### src/rtl/hazard_fwd_ctrl.sv
// hazard_fwd_ctrl: stall and forward-select generation from E/M/W destination shadows.
module hazard_fwd_ctrl #(
  parameter int AW = 5,
  parameter int CW = 16
) (
  input  logic          clk,
  input  logic          reset_n,
  input  logic [AW-1:0] rs_D,
  input  logic [AW-1:0] rt_D,
  input  logic [1:0]    tuse_rs_D,
  input  logic [1:0]    tuse_rt_D,
  input  logic [AW-1:0] waddr_D,
  input  logic [1:0]    kind_D,
  output logic [1:0]    ForwardA_D,
  output logic [1:0]    ForwardB_D,
  output logic [1:0]    ForwardA_E,
  output logic [1:0]    ForwardB_E,
  output logic          ForwardRT_M,
  output logic          stall,
  output logic [CW-1:0] stall_cnt
);
  localparam logic [1:0] K_ALU = 2'd1, K_LOAD = 2'd2, K_LINK = 2'd3;
  logic [AW-1:0] r_waddr_E, r_waddr_M, r_waddr_W, r_rs_E, r_rt_E, r_rt_M;
  logic [1:0]    r_kind_E, r_tnew_E, r_tnew_M;
  logic [CW-1:0] r_stall_cnt;
  logic [1:0]    w_tnew_D;
  logic          w_stall_rs, w_stall_rt;

  function automatic logic hit(input logic [AW-1:0] src, input logic [AW-1:0] waddr);
    return src != '0 && src == waddr;
  endfunction

  // Only the youngest matching stage decides; an older result is shadowed by a newer write.
  function automatic logic stall_src(input logic [AW-1:0] src, input logic [1:0] tuse,
                                     input logic [AW-1:0] wa_e, input logic [1:0] tn_e,
                                     input logic [AW-1:0] wa_m, input logic [1:0] tn_m);
    return tuse == 2'd3 ? 1'b0 : hit(src, wa_e) ? tn_e > tuse : hit(src, wa_m) && tn_m > tuse;
  endfunction

  function automatic logic [1:0] fwd_d(input logic [AW-1:0] src, input logic [1:0] tuse,
                                       input logic [AW-1:0] wa_e, input logic [1:0] kd_e,
                                       input logic [AW-1:0] wa_m, input logic [1:0] tn_m);
    return tuse == 2'd3 ? 2'b00 : hit(src, wa_e) ? (kd_e == K_LINK ? 2'b10 : 2'b00) :
           hit(src, wa_m) && tn_m == 2'd0 ? 2'b01 : 2'b00;
  endfunction

  function automatic logic [1:0] fwd_e(input logic [AW-1:0] src, input logic [AW-1:0] wa_m,
                                       input logic [1:0] tn_m, input logic [AW-1:0] wa_w);
    return hit(src, wa_m) && tn_m == 2'd0 ? 2'b01 : hit(src, wa_w) ? 2'b10 : 2'b00;
  endfunction

  always_comb begin
    w_tnew_D    = kind_D == K_LOAD ? 2'd2 : kind_D == K_ALU ? 2'd1 : 2'd0;
    w_stall_rs  = stall_src(rs_D, tuse_rs_D, r_waddr_E, r_tnew_E, r_waddr_M, r_tnew_M);
    w_stall_rt  = stall_src(rt_D, tuse_rt_D, r_waddr_E, r_tnew_E, r_waddr_M, r_tnew_M);
    stall       = w_stall_rs | w_stall_rt;
    ForwardA_D  = fwd_d(rs_D, tuse_rs_D, r_waddr_E, r_kind_E, r_waddr_M, r_tnew_M);
    ForwardB_D  = fwd_d(rt_D, tuse_rt_D, r_waddr_E, r_kind_E, r_waddr_M, r_tnew_M);
    ForwardA_E  = fwd_e(r_rs_E, r_waddr_M, r_tnew_M, r_waddr_W);
    ForwardB_E  = fwd_e(r_rt_E, r_waddr_M, r_tnew_M, r_waddr_W);
    ForwardRT_M = hit(r_rt_M, r_waddr_W);
    stall_cnt   = r_stall_cnt;
  end

  always_ff @(posedge clk) begin
    if (!reset_n) begin
      r_waddr_E   <= '0;
      r_waddr_M   <= '0;
      r_waddr_W   <= '0;
      r_rs_E      <= '0;
      r_rt_E      <= '0;
      r_rt_M      <= '0;
      r_kind_E    <= '0;
      r_tnew_E    <= '0;
      r_tnew_M    <= '0;
      r_stall_cnt <= '0;
    end else begin
      r_waddr_E   <= stall ? '0 : waddr_D;
      r_rs_E      <= stall ? '0 : rs_D;
      r_rt_E      <= stall ? '0 : rt_D;
      r_kind_E    <= stall ? '0 : kind_D;
      r_tnew_E    <= stall ? '0 : w_tnew_D;
      r_waddr_M   <= r_waddr_E;
      r_rt_M      <= r_rt_E;
      r_tnew_M    <= r_tnew_E == 2'd0 ? 2'd0 : r_tnew_E - 2'd1;
      r_waddr_W   <= r_waddr_M;
      r_stall_cnt <= stall && r_stall_cnt != '1 ? r_stall_cnt + CW'(1) : r_stall_cnt;
    end
  end
endmodule

### config.mk
export PLATFORM = sky130hd
export DESIGN_NAME = hazard_fwd_ctrl
export DESIGN_NICKNAME = d
export VERILOG_FILES = /design/src/rtl/hazard_fwd_ctrl.sv
export SDC_FILE = /design/constraint.sdc
export NUM_CORES = 1
export LEC_CHECK = 0
export CORE_MARGIN = 2
export CORE_UTILIZATION = 26
export DETAILED_ROUTE_END_ITERATION = 10
export MAX_ROUTING_LAYER = met4
export SLEW_MARGIN = 25
export SYNTH_ARGS = -nofsm -noshare
export SYNTH_HDL_FRONTEND = slang
export SYNTH_SLANG_ARGS = --single-unit
### constraint.sdc
create_clock -name clk -period 4.25 [get_ports clk]
set_clock_uncertainty 0.1 [all_clocks]
set_input_delay 0.425 -clock clk [delete_from_list [all_inputs] [get_ports clk]]
set_output_delay 0.425 -clock clk [all_outputs]
set_load 0.01 [all_outputs]
== After elaboration in Yosys (flattened, before gate mapping) ==
Index checks and enable logic that the tools add are counted.

* Shifts and indexed selects: 0
* Muxes and demuxes: 17
* Divide/modulo/power cells: 0
* Equality and inequality tests: 15
* Reductions and logical operators: 26
* $lt $le $gt $ge: 4
* Add/subtract/negate cells: 2
* Bitwise logic cells: 2
* Multipliers: 0

{| class="wikitable"
|+ Operators by type and width
! cell !! number
|-
| == test 5 bit || 9
|-
| nonzero test 5 bit || 5
|-
| 2-to-1 mux 2 bit || 10
|-
| adder 16 x 1 -> 16 bit, second input constant || 1
|-
| logical AND 1 bit || 16
|-
| != test 16 bit, second input constant || 1
|-
| == test 2 bit, second input constant || 4
|-
| greater-than comparator 2 bit || 4
|-
| 2-to-1 mux 1 bit || 7
|-
| zero test 2 bit || 2
|-
| OR reduction 2 bit || 2
|-
| OR reduction 3 bit || 1
|-
| == test 2 x 1 -> 1 bit, second input constant || 1
|-
| subtractor 2 x 1 -> 2 bit, second input constant || 1
|-
| inverter 1 bit || 1
|-
| OR 1 bit || 1
|}

* Bits in read-only memories: 0
* Input port bits: 23
* Register bits: 52
* Memories kept: 0
* Bits in latches: 0
* Memory bits (writable): 0
* Output and inout port bits: 26

== Longest topological paths before layout ==
* Depth in word-level cells: 7
* Gate-level depth with buffers: 10
* Gate-level depth less buffers: 9

== Least setup slack after synthesis ==
Ideal clock, no wire load.

* Kind: input to output
* From: in rt_D[1]
* To: out stall
* Setup slack: 1,875 ps
* Stages: 6
* Data arrival time: 1,850 ps
* Path buffers: 1
* Required time: 3,725 ps
* Cells stage by stage: or4_4 > o21ai_2 > and4b_4 > a211oi_2 > buf_6 > nand2_1

* Cells in the longest elaborated chain, start to end: 6
* Elaborated cells between the ends (all ways): 9
* Those cells by class: 2 x eq/ne; 2 x mux; 1 x bitwise; 4 x reduce/logical

{| class="wikitable"
|+ RTL lines
! element !! RTL line !! text
|-
| from (decl) || 9 || <nowiki>input logic [AW-1:0] rt_D,</nowiki>
|-
| == test 5 bit or nonzero test 5 bit (tied branches) || 30 || <nowiki>return src != '0 && src == waddr;</nowiki>
|-
| logical AND 1 bit || 30 ||
|-
| logical AND 1 bit || 37 || <nowiki>return tuse == 2'd3 ? 1'b0 : hit(src, wa_e) ? tn_e > tuse : hit(src, wa_m) && tn_m > tuse;</nowiki>
|-
| 2-to-1 mux 1 bit * (2 in series) || 37 ||
|-
| OR 1 bit * || 56 || <nowiki>stall = w_stall_rs | w_stall_rt;</nowiki>
|-
| to (decl) || 19 || <nowiki>output logic stall,</nowiki>
|}

Every way passes the cells marked *; elsewhere a longest branch is shown, timed or not.

== Worst setup path in the final report ==
Same ends and word-level chain as after synthesis.

==> flow_metrics.tcl <==
set metrics [dict create \
    drtIter0Drc 56 \
    ys_types 37 \
    clk_pin_slew_ns 0.10 \
    coreArea_mm2 0.0102 \
    power_density_mw_per_mm2 285 \
    cts.root.buffer_cell "clkbuf_8" \
    ant_nets 0 \
    remaining_drc_errors 0 \
    fillers 1075 \
    syn-num-nets 338 \
    cts_setup_buffers 0 \
    multi_input_area_mm2 0.00148 \
    overflow 0 \
    fmax_mhz 292 \
    first_global_vias 2183 \
    grt_max_degree 29 \
    cp_common_cell "clkdlybuf4s50_1" \
    antenna_found_initial 0 \
    period_share 0.806 \
    clock_path_buffers 2 \
    num_io_pins 49 \
    status "finished clean" \
    cts_buffers 5 \
    grt_pass1_wl_um 10500 \
    crit_chain "clkdlybuf4s50_1 -> or4_4 -> o21ai_2 -> and4b_4 -> a211oi_2 -> buf_4 -> nand2_1 -> clkdlybuf4s50_1" \
    dieArea_mm2 0.0112 \
    ys_seq_elements 52 \
    yosysWarningCount 0 \
    place_area_mm2 0.00329 \
    async_flop_share 0 \
    die_y_um 106 \
    avgSynthCellArea_um2 8.82 \
    ctsResizeCount 0 \
    slew_viol_final 0 \
    post-dp-hpwl_um 4750 \
    port_buffers 48 \
    cts.sinks 52 \
    drt-vias-per-instance 4.39 \
    clk_latency_ns 0.31 \
    grt_usage 0.121 \
    avgRoutedWirePerCell_um 12.8 \
    seqCellArea_mm2 0.00104 \
    p_leak_nw 1.36 \
    post-route-cell-area_mm2 0.00338 \
    die_w_um 106 \
    finalSetupTns_ns 0 \
    crit_path_max_incr_delay_ns 0.59 \
    drt-pass1-iter-count 4 \
    tightest_slew_ns 0.878 \
    worstPathRequired_ns 3.72 \
    cp_max_fo 12 \
    synth_edf_count 0 \
    vdd_drop_max_uv 123 \
    synthCells 305 \
    holdWs_ns 0.309 \
    setup_viol 0 \
    drv_cap 0 \
    cts_tree "done" \
    synth_ff_type "dfxtp_1" \
    cp_slowest_cell "or4_4" \
    fin_crit_ns 3.42 \
    vias 2139 \
    rsz0062_at_grt "false" \
    rows 37 \
    crit_type "input port to output pin" \
    hold_viol_final 0 \
    htreeDepth 2 \
    crit_path_end_kind "output pin" \
    place_congestion 0.820 \
    nNetsFinal 383 \
    syn2layout_area_growth_pct 25.6 \
    synth.cell_area_mm2 0.00269 \
    initial_utilization 0.264 \
    crit_arrival_ns 2.90 \
    hold_path.class "flop to flop" \
    ys_seq_area_frac 0.387 \
    crit_path_start_kind "input port" \
    relSlewSlack 0.410 \
    hold_buffers 0 \
    diodes 0 \
    drive_gt1_frac 0.0598 \
    drt_wl_total_um 6210 \
]
## kinds of logic after synthesis
family                   after synthesis  share of synthesized area
AO/OA/AOI/OAI                         22                     0.0614
XOR/XNOR                              54                      0.176
adder cells (fa/ha/maj)               10                     0.0465
buffers and inverters                 38                     0.0614
flip-flops                            52                      0.387
multiplexers                           6                     0.0223
AND/OR/NAND/NOR                      123                      0.246
## synth_stat cells, types with 7 or more instances
cell / number / area, µm²
a211oi_1: 9 / 67.6
and2_1: 16 / 100
clkbuf_1: 8 / 30.0
dfxtp_1: 52 / 1040
ha_1: 10 / 125
inv_1: 26 / 97.6
nand2_1: 17 / 63.8
nand3_1: 14 / 70.1
nor2_1: 34 / 128
nor3_1: 7 / 35.0
xnor2_1: 32 / 280
xor2_1: 22 / 193
## per-stage QoR
stage | worst slack (ns) | utilization | power (W) | cells
6_report | 0.826 | 0.332 | 0.000962 | 487
5_1_grt | 0.770 | 0.332 | 0.00101 | 487
4_1_cts | 0.841 | 0.332 | 0.000973 | 487
3_5_place_dp | 0.855 | 0.323 | 0.000676 | 479
3_3_place_gp | 0.874 | 0.323 | 0.000672 | 479
2_1_floorplan | 1.87 | - | 0.000618 | 305
## critical path: cells and delay by family
| kind | cells | cell delay, ns |
|---|---|---|
| buf+inv | 3 | 1.24 |
| compound gates | 2 | 0.33 |
| simple gates | 3 | 0.90 |
## final cells by class
class	count	share of cell area
multi-input combinational	215	0.439
sequential	52	0.308
timing repair buffer	50	0.145
tap	136	0.0504
inverter	26	0.0289
clock buffer	5	0.0204
clock inverter	3	0.00778
## layout by cell type (no fill, tap or decap), drive strengths merged, types with 3 or more instances in the layout
cell	netlist	routed
mux2i	6	6
xor2	22	22
or4	5	5
nand2	17	17
buf	3	3
a21oi	6	6
a211oi	10	10
nand3	15	15
dfxtp	52	52
clkbuf	9	5
nor4	8	8
nand2b	5	5
nand4	4	4
inv	26	27
and2	16	16
ha	10	10
clkdlybuf4s50	0	47
xnor2	32	32
nor3	7	7
nor2	35	35
and3	6	6
## routing by layer
| metal | GRT usage | share of wire | routed length (µm) |
|---|---|---|---|
| met1 | 0.144 | 0.47 | 2930 |
| met2 | 0.213 | 0.48 | 3010 |
| met3 | 0.0260 | 0.036 | 222 |
| met4 | 0.0226 | 0.0081 | 50 |
| met5 | - | 0 | 0 |
## final timing paths
kind	start	endpoint	slack, ns	cells after the start
worst max-delay path	rt_D[1]	stall	0.83	8
worst min-delay path	r_tnew_E[0]	r_tnew_M[0]	0.31	1
worst max register to register	stall_cnt[6]	stall_cnt[14]	1.79	6
worst min register to register	r_tnew_E[0]	r_tnew_M[0]	0.31	1
## flip-flops by register name (all words and copies together), names as in the netlist
signal	flops
r_waddr_W	5
stall_cnt	16
r_kind_E	2
r_waddr_M	5
r_rt_M	5
r_tnew_E	2
r_rs_E	5
r_tnew_M	2
r_waddr_E	5
r_rt_E	5
## where the power goes
group	internal, W	total [W]	switching [W]	leakage (nW)
logic	0.0000728	0.000137	0.0000643	0.891
registers	0.000505	0.000525	0.0000204	0.426
clock network	0.000120	0.000300	0.000180	0.0423
total	0.000697	0.000962	0.000264	1.36
(Power assumes the default switching activity.)
